File: src/rtl/i2s_audio_tx.sv
// i2s_audio_tx: I2S transmitter for a mono 16-bit signed sample that is duplicated onto both channels.
//   It derives bclk and lrclk from sysClk and shifts each frame out MSB first with the I2S one-bit delay.
//   It pulses frameStart once per frame so the upstream generator can use it as its sample-rate tick.
// Ports:
//   sysClk, reset (synchronous, active-high)
//   sampleData/sampleValid   sample input, written into a one-deep holding register
//   statusClr                clears the underrun/overrun sticky flags (a same-cycle set wins)
//   bclk, lrclk, sdata       registered I2S outputs; sdata changes only on bclk falling edges
//   frameStart               one-cycle pulse on every frame load
//   underrun, overrun        sticky status flags
// Optional feature: define I2S_UNDERRUN_REPEAT_EN to repeat the last sample on underrun
//   (default build sends silence).
module i2s_audio_tx #(
  parameter int BCLK_DIV  = 4,
  parameter int SLOT_BITS = 16
) (
  input  logic        sysClk,
  input  logic        reset,
  input  logic [15:0] sampleData,
  input  logic        sampleValid,
  input  logic        statusClr,
  output logic        bclk,
  output logic        lrclk,
  output logic        sdata,
  output logic        frameStart,
  output logic        underrun,
  output logic        overrun
);

  localparam int FW = 2 * SLOT_BITS;
  localparam int DW = $clog2(BCLK_DIV);
  localparam int BW = $clog2(FW);

  localparam logic [DW-1:0] DIV_LAST = DW'(BCLK_DIV - 1);
  localparam logic [BW-1:0] BIT_LAST = BW'(FW - 1);
  localparam logic [BW-1:0] BIT_HALF = BW'(SLOT_BITS);

  logic [DW-1:0] divCnt_q, divCnt_d;
  logic [BW-1:0] bitCnt_q, bitCnt_d;
  logic [FW-1:0] shreg_q, shreg_d;
  logic [15:0]   hold_q, hold_d;
  logic          full_q, full_d;
  logic          bclk_q, bclk_d;
  logic          lrclk_q, lrclk_d;
  logic          sdata_q, sdata_d;
  logic          frameStart_q, frameStart_d;
  logic          underrun_q, underrun_d;
  logic          overrun_q, overrun_d;
`ifdef I2S_UNDERRUN_REPEAT_EN
  logic [15:0]   last_q, last_d;
`endif

  logic          div_tc;
  logic          fall_ev;
  logic [BW-1:0] bit_nxt;
  logic          load;
  logic [15:0]   sel;
  logic [FW-1:0] frame_w;
  logic          set_ur;
  logic          set_or;

  assign div_tc  = (divCnt_q == DIV_LAST);
  // Falling edge of bclk: the only moment the serial state advances.
  assign fall_ev = bclk_q && div_tc;
  assign bit_nxt = (bitCnt_q == BIT_LAST) ? '0 : bitCnt_q + 1'b1;
  assign load    = fall_ev && (bit_nxt == '0);

  // Sample chosen for the frame. This is only meaningful when load is asserted.
  always_comb begin
    sel = 16'h0000;
    if (full_q) begin
      sel = hold_q;
    end else if (sampleValid) begin
      sel = sampleData;               // bypass: fresh sample arrives exactly at load
    end else begin
`ifdef I2S_UNDERRUN_REPEAT_EN
      sel = last_q;
`else
      sel = 16'h0000;
`endif
    end
  end

  // Each slot holds the sample MSB-aligned, with zero padding below it.
  always_comb begin
    frame_w = '0;
    frame_w[FW-1 -: 16]        = sel;
    frame_w[SLOT_BITS-1 -: 16] = sel;
  end

  always_comb begin
    divCnt_d     = div_tc ? '0 : divCnt_q + 1'b1;
    bclk_d       = bclk_q ^ div_tc;
    bitCnt_d     = bitCnt_q;
    lrclk_d      = lrclk_q;
    sdata_d      = sdata_q;
    shreg_d      = shreg_q;
    frameStart_d = load;
    hold_d       = hold_q;
    full_d       = full_q;
    set_ur       = 1'b0;
    set_or       = 1'b0;
`ifdef I2S_UNDERRUN_REPEAT_EN
    last_d       = load ? sel : last_q;
`endif

    // sdata takes the old MSB before the shift. This gives the one-bit I2S delay
    // relative to lrclk.
    if (fall_ev) begin
      bitCnt_d = bit_nxt;
      lrclk_d  = (bit_nxt >= BIT_HALF);
      sdata_d  = shreg_q[FW-1];
      shreg_d  = load ? frame_w : (shreg_q << 1);
    end

    if (load) begin
      if (full_q) begin
        // A refill on the load cycle replaces the consumed sample, so it is not an overrun.
        if (sampleValid) hold_d = sampleData;
        else             full_d = 1'b0;
      end else if (!sampleValid) begin
        set_ur = 1'b1;
      end
    end else if (sampleValid) begin
      hold_d = sampleData;
      full_d = 1'b1;
      set_or = full_q;
    end

    underrun_d = (underrun_q && !statusClr) || set_ur;
    overrun_d  = (overrun_q  && !statusClr) || set_or;
  end

  always_ff @(posedge sysClk) begin
    if (reset) begin
      divCnt_q     <= '0;
      bitCnt_q     <= BIT_LAST;
      shreg_q      <= '0;
      hold_q       <= '0;
      full_q       <= 1'b0;
      bclk_q       <= 1'b0;
      lrclk_q      <= 1'b1;
      sdata_q      <= 1'b0;
      frameStart_q <= 1'b0;
      underrun_q   <= 1'b0;
      overrun_q    <= 1'b0;
`ifdef I2S_UNDERRUN_REPEAT_EN
      last_q       <= '0;
`endif
    end else begin
      divCnt_q     <= divCnt_d;
      bitCnt_q     <= bitCnt_d;
      shreg_q      <= shreg_d;
      hold_q       <= hold_d;
      full_q       <= full_d;
      bclk_q       <= bclk_d;
      lrclk_q      <= lrclk_d;
      sdata_q      <= sdata_d;
      frameStart_q <= frameStart_d;
      underrun_q   <= underrun_d;
      overrun_q    <= overrun_d;
`ifdef I2S_UNDERRUN_REPEAT_EN
      last_q       <= last_d;
`endif
    end
  end

  assign bclk       = bclk_q;
  assign lrclk      = lrclk_q;
  assign sdata      = sdata_q;
  assign frameStart = frameStart_q;
  assign underrun   = underrun_q;
  assign overrun    = overrun_q;

endmodule
File: config.mk
export PLATFORM = sky130hd
export DESIGN_NAME = i2s_audio_tx
export DESIGN_NICKNAME = d
export VERILOG_FILES = /design/src/rtl/i2s_audio_tx.sv
export SDC_FILE = /design/constraint.sdc
export NUM_CORES = 1
export LEC_CHECK = 0
export CAP_MARGIN = 15
export CORE_MARGIN = 1.5
export CORE_UTILIZATION = 25
export CTS_BUF_LIST = sky130_fd_sc_hd__clkbuf_8
export DETAILED_ROUTE_END_ITERATION = 6
export GPL_TIMING_DRIVEN = 0
export PLACE_DENSITY_LB_ADDON = 0.1
export SYNTH_ARGS = -nofsm -noshare
export SYNTH_HDL_FRONTEND = slang
export SYNTH_SLANG_ARGS = --single-unit
export TNS_END_PERCENT = 5
File: constraint.sdc
create_clock -name sysClk -period 3.1 [get_ports sysClk]
set_input_delay 0.465 -clock sysClk [delete_from_list [all_inputs] [get_ports sysClk]]
set_output_delay 0.465 -clock sysClk [all_outputs]
set_load 0.005 [all_outputs]
==> results of run 1 <==
==> through the flow <==
step	setup slack [ns]	cell area, um^2	power (uW)	util, %
after floorplan	0.9937	2895	925.6	-
after global placement	0.6610	3304	987.5	29.06
after detailed placement	0.6559	3304	988.2	29.06
after CTS	0.6365	3472	1632	30.54
after global routing	0.4524	3472	1678	30.54
final	0.6285	3472	1597	30.54
==> registers in the layout, indices dropped and copies added (netlist names) <==
| name | count |
|---|---|
| sdata | 1 |
| full_q | 1 |
| overrun | 1 |
| frameStart | 1 |
| underrun | 1 |
| shreg_q | 32 |
| hold_q | 16 |
| divCnt_q | 2 |
| lrclk | 1 |
| bclk | 1 |
| bitCnt_q | 5 |
==> cell type report <==
type,count,area [um^2]
fill,1273,7898
multi-input combinational,251,1478
sequential,62,1241
timing repair buffer,23,230.2
tap,143,178.9
buffer,32,150.1
clock buffer,10,137.6
clock inverter,6,30.03
inverter,7,26.28
==> logic make-up (layout without fill, tap and decap cells) <==
family / after synthesis / in the layout / synth area share [%]
AOI/OAI and AO/OA: 64 / 64 / 16.51
xor gates and xnor gates: 1 / 1 / 0.3026
adders and majority gates: 5 / 5 / 2.161
buffers and inverters: 39 / 78 / 6.093
DFF: 62 / 62 / 42.87
muxes: 20 / 20 / 7.390
and+or+nand+nor: 161 / 161 / 24.68
==> report_power, final <==
| group | switching [uW] | internal, uW |
|---|---|---|
| clock | 328 | 302 |
| sequential | 10.5 | 816 |
| combinational | 82.6 | 58.2 |
==> per-layer routing <==
layer	part of all wire (%)	vias up	wire, um
met5	0	-	0
met4	2.3	0	192
met3	3.7	15	309
met2	46	59	3877
met1	48	1268	4023
li1	-	1338	-
==> synth_stat cells <==
master     count
a21oi_1        4
dfxtp_1       62
mux2_2         1
xnor2_1        1
mux2i_4        1
nor3b_1        1
a31oi_4        1
nor2_1         7
nor3_1         2
buf_12         1
nand3_1       31
and3_1         1
inv_2          1
nand2_1       96
o21ai_0       21
buf_2          5
o2111ai_1      1
nand3b_1       1
inv_1          6
o31ai_1        3
nor4b_1        1
ha_1           5
o2111a_1       1
o311ai_0      31
clkbuf_1      25
buf_6          1
nand2b_1       1
a32oi_1        1
and3_2         1
mux2i_1       18
nor2b_1        2
a211o_1        1
nand4_1       17
==> worst max-delay path, cell delays in order (launching register included) <==
cell	delay [ns]
dfxtp_1	0.40
ha_1	0.25
and3_1	0.17
ha_1	0.29
nor2_1	0.12
mux2_2	0.33
nor2_1	0.29
buf_2	0.28
o311ai_0	0.17
==> how the worst max path moves through the flow <==
stage                               end  slack, ns  cells after the start                     start
6_report       shreg_q[22]$_SDFFE_PP0P_       0.63                      8  bitCnt_q[0]$_SDFFE_PP1P_
5_1_grt        shreg_q[24]$_SDFFE_PP0P_       0.45                      8  bitCnt_q[0]$_SDFFE_PP1P_
3_3_place_gp    shreg_q[8]$_SDFFE_PP0P_       0.66                      8  bitCnt_q[0]$_SDFFE_PP1P_
4_1_cts        shreg_q[24]$_SDFFE_PP0P_       0.64                      8  bitCnt_q[0]$_SDFFE_PP1P_
3_5_place_dp   shreg_q[24]$_SDFFE_PP0P_       0.66                      8  bitCnt_q[0]$_SDFFE_PP1P_
2_1_floorplan   hold_q[10]$_SDFFE_PP0P_       0.99                      8  bitCnt_q[0]$_SDFFE_PP1P_
==> flow_summary.ini, run 1 <==
[outcome]
outcome = finished, final reports clean

[route]
wire_per_inst_um = 15.73
wl_um = 8402
first_pass_iters = 4
routed_via_density = 5.019
drtIter0Drc = 99
ant_nets = 0
vias = 2680
drc = 0

[grt]
gr-usage-met3_pct = 2.964
met2_usage_pct = 22.96
grt-busiest-layer = met2
grt_util_met1_pct = 18.94
antenna_found_initial = 0
grt_pass1_wl_um = 13970
grt_pass1_vias = 2663
grt_usage_pct = 14.46
grt_max_degree = 11
grt.overflow.total = 0

[clock_network]
cts_tree = done
cts_resized = 0
cts_buffers = 9
holdBufCountCts = 0
htreeDepth = 3
root_buffer = clkbuf_8
path_clk_slew_ns = 0.08
clock-sinks = 62
cts_max_path_buffers = 2
post_cts_buffers = 0
clk_latency_ns = 0.35

[sta]
setup_viol = 0
slew_viol_final = 0
fmax_ghz = 0.4046
hold_viol_final = 0
slew_headroom_pct = 59.95
rsz0062_at_grt = false
fin_tns_setup_ns = 0
min_period_over_period_pct = 79.73
hold_ws_ns = 0.4335
tightest_slew_ns = 0.6007
worst_clock_skew_ns = 0.01093
fin_crit_ns = 2.472

[worst_hold_path]
hold_start = divCnt_q[0]$_SDFF_PP0_
hold_end = divCnt_q[0]$_SDFF_PP0_
min_path_type = reg2reg
whs_path_depth = 1

[logic_synthesis]
yosys-top-cells-area = dfxtp_1 43%, nand2_1 12%, o311ai_0 9.4%
syn_inst = 352
synth.distinct_cells = 33
avgSynthCellArea_um2 = 8.225
syn_area_um2 = 2895
synth_seq_cells = 62
syn_nets = 377
synth_warnings = 0
yosysTopAreaCell = dfxtp_1
ys_seq_area_share_pct = 42.87
netlist.area_leader.share_pct = 42.87

[die]
initial_core_util_pct = 25.46
row_count = 39
die_w_um = 110.6
io_pins = 26
dieArea_um2 = 12240
die_y_um = 110.6
core_area_um2 = 11370

[critical_path]
r2r-end = shreg_q[22]$_SDFFE_PP0P_
worstPathMaxFanout = 10
cp.required_ns = 3.28
end_kind = flop
critPathKind = reg2reg
critPathArrivalTime_ns = 2.66
ff2ff_path_depth = 8
r2r_start = bitCnt_q[0]$_SDFFE_PP1P_
start_kind = flop
reg2reg_slack_ns = 0.63

[placed_design]
routabilityCongestion = 0.7507
dp_hpwl_um = 6152
portBuffers = 23
dp.cells = 518

[power]
ir_drop_mv = 0.1671
p_per_area_nw_per_um2 = 459.9
p_leak_uw = 0.001187

[run]
maxCapViolations = 0

[final_layout]
final_common_cell = nand2_1
synthToLayoutAreaGrowth_pct = 19.92
fin_cells = 534
diodes = 0
drive_gt1_share_pct = 6.650
final_nets = 411
layout_common_cells = 96 x nand2_1, 62 x dfxtp_1, 31 x nand3_1, 31 x o311ai_0, 25 x clkbuf_1
Power figures use the tool's default switching activity.
==> run 2, diff against run 1 <==
Clock period 3.1 ns to 2.05 ns, I/O delays scaled along.
==> run 2 against run 1 <==
Total power increased by 60%. Utilization increased by 2.0 points. Sequential share of layout area decreased by 2.1 points. Critical path type unchanged.
==> flow_summary.ini, run 2 (same netlist as run 1, synthesis figures left out) <==
[die]
io_pins = 26
dieArea_um2 = 12240
die_w_um = 110.6
row_count = 39
initial_core_util_pct = 25.46
core_area_um2 = 11370
die_y_um = 110.6

[sta]
rsz0062_at_grt = true
hold_ws_ns = 0.4362
fmax_ghz = 0.4971
setup_ws_ns = 0.03820
fin_crit_ns = 2.012
slew_viol_final = 0
setup_viol = 0
hold_viol_final = 0
worst_clock_skew_ns = 0.009896
slew_headroom_pct = 58.79
min_period_over_period_pct = 98.14
tightest_slew_ns = 0.6182

[grt]
grt_max_degree = 12
grt_pass1_vias = 2780
grt_pass1_wl_um = 14680
antenna_found_initial = 0
grt_usage_pct = 15.25
grt.overflow.total = 0

[clock_network]
htreeDepth = 3
clock-sinks = 62
holdBufCountCts = 0
root_buffer = clkbuf_8
clk_latency_ns = 0.35
cts_max_path_buffers = 2
cts_tree = done
path_clk_slew_ns = 0.07
cts_buffers = 9

[critical_path]
end_kind = flop
cp_cell_sequence = ha_4 -> and3_4 -> ha_4 -> o2111a_1 -> buf_6 -> a31oi_4 -> buf_6 -> buf_12 -> mux2i_1
start_kind = flop
cp_slowest_stage_delay_ns = 0.36
ff2ff_path_depth = 9
cp.required_ns = 2.32
worstPathMaxFanout = 5
critPathArrivalTime_ns = 2.28
r2r_start = bitCnt_q[1]$_SDFFE_PP1P_
crit_buf_inv = 3
cp_num_cells = 9
crit_start = bitCnt_q[1]$_SDFFE_PP1P_
crit_slowest_cell = dfxtp_4
critPathKind = reg2reg
cpLargestDelayFamily = compound AO/OA/AOI/OAI gates

[final_layout]
final_nets = 424
top_regs = shreg_q: 32 flops, hold_q: 16 flops, bitCnt_q: 5 flops
stdcell_area_um2 = 3704
final_common_cell = nand2_1
largest_reg_flops = 32
drive_gt1_share_pct = 13.61
multi_input_area_um2 = 1541
layout_common_cells = 96 x nand2_1, 60 x dfxtp_1, 31 x nand3_1, 23 x clkdlybuf4s50_1, 22 x o311ai_0
fill_cells = 1227
synthToLayoutAreaGrowth_pct = 27.92
largest_register = shreg_q
fin_cells = 547
seq_area_um2 = 1246
diodes = 0

[route]
m1WireLength_um = 4174
routed_via_density = 5.080
wire_per_inst_um = 15.76
drtIter0Drc = 153
vias = 2779
wl_met2_um = 3884
ant_nets = 0
routed-wl-met3_um = 383
wl_um = 8621
drc = 0
top_layer = met4
first_pass_iters = 5

[outcome]
outcome = finished, final reports clean

[power]
p_per_area_nw_per_um2 = 689.6
p_leak_uw = 0.001302
ir_drop_mv = 0.3514
total_power_uw = 2554

[placed_design]
dp.cells = 518
dp_hpwl_um = 6037
post-place-ws_ns = -0.2856
place_area_um2 = 3312
routabilityCongestion = 0.7545
portBuffers = 23

[run]
maxCapViolations = 0

[worst_hold_path]
min_path_type = reg2reg
hold_start = divCnt_q[0]$_SDFF_PP0_
whs_path_depth = 1
-- run 2: changes by cell type in the layout (fill, tap and decap cells not counted), sizes merged --
cell,before,now
buf,7,22
clkinv,3,5
inv,9,8
clkinvlp,1,0
clkbuf,35,32
bufinv,0,1
-- run 2: metal layers --
metal	up-vias	global-route usage (%)
met4	0	6.581
met2	75	23.95
met5	-	0
met1	1327	20.11
met3	13	3.348
li1	1364	-
-- run 2: final timing paths --
kind,end,slack [ns]
worst max-delay path,hold_q[12]$_SDFFE_PP0P_,0.04
worst max register to register,hold_q[12]$_SDFFE_PP0P_,0.04
worst min register to register,divCnt_q[0]$_SDFF_PP0_,0.44
worst min-delay path,divCnt_q[0]$_SDFF_PP0_,0.44
-- run 2: repair_timing --
action                                  in CTS  in global routing
cloned                                       1                  0
pin swaps                                    3                  3
setup buffers                               11                  1
endpoints found under the setup margin      49                 40
gates resized for setup                     21                 16
-- run 2: final cells by class --
type / count / share of cell area, %
Buffer: 32 / 4.459
Clock buffer: 9 / 3.345
Clock inverter: 7 / 1.791
Inverter: 7 / 0.7095
Multi-Input combinational cell: 251 / 41.62
Sequential cell: 62 / 33.65
Tap cell: 143 / 4.831
Timing Repair Buffer: 36 / 9.595
-- run 2: report_power, final --
group	switching (uW)	internal, uW	total, uW	leakage (uW)
clock network	511	554	1070	0.000104
logic	134	105	240	0.000695
registers	16.2	1230	1250	0.000503
total	661	1890	2550	0.00130
-- run 2: metrics by stage --
step | TNS [ns] | utilization, %
3_5_place_dp | -9.534 | 29.13
2_1_floorplan | 0 | -
4_1_cts | -0.001654 | 32.39
3_3_place_gp | -9.342 | 29.13
5_1_grt | -0.1688 | 32.57
6_report | 0 | 32.57
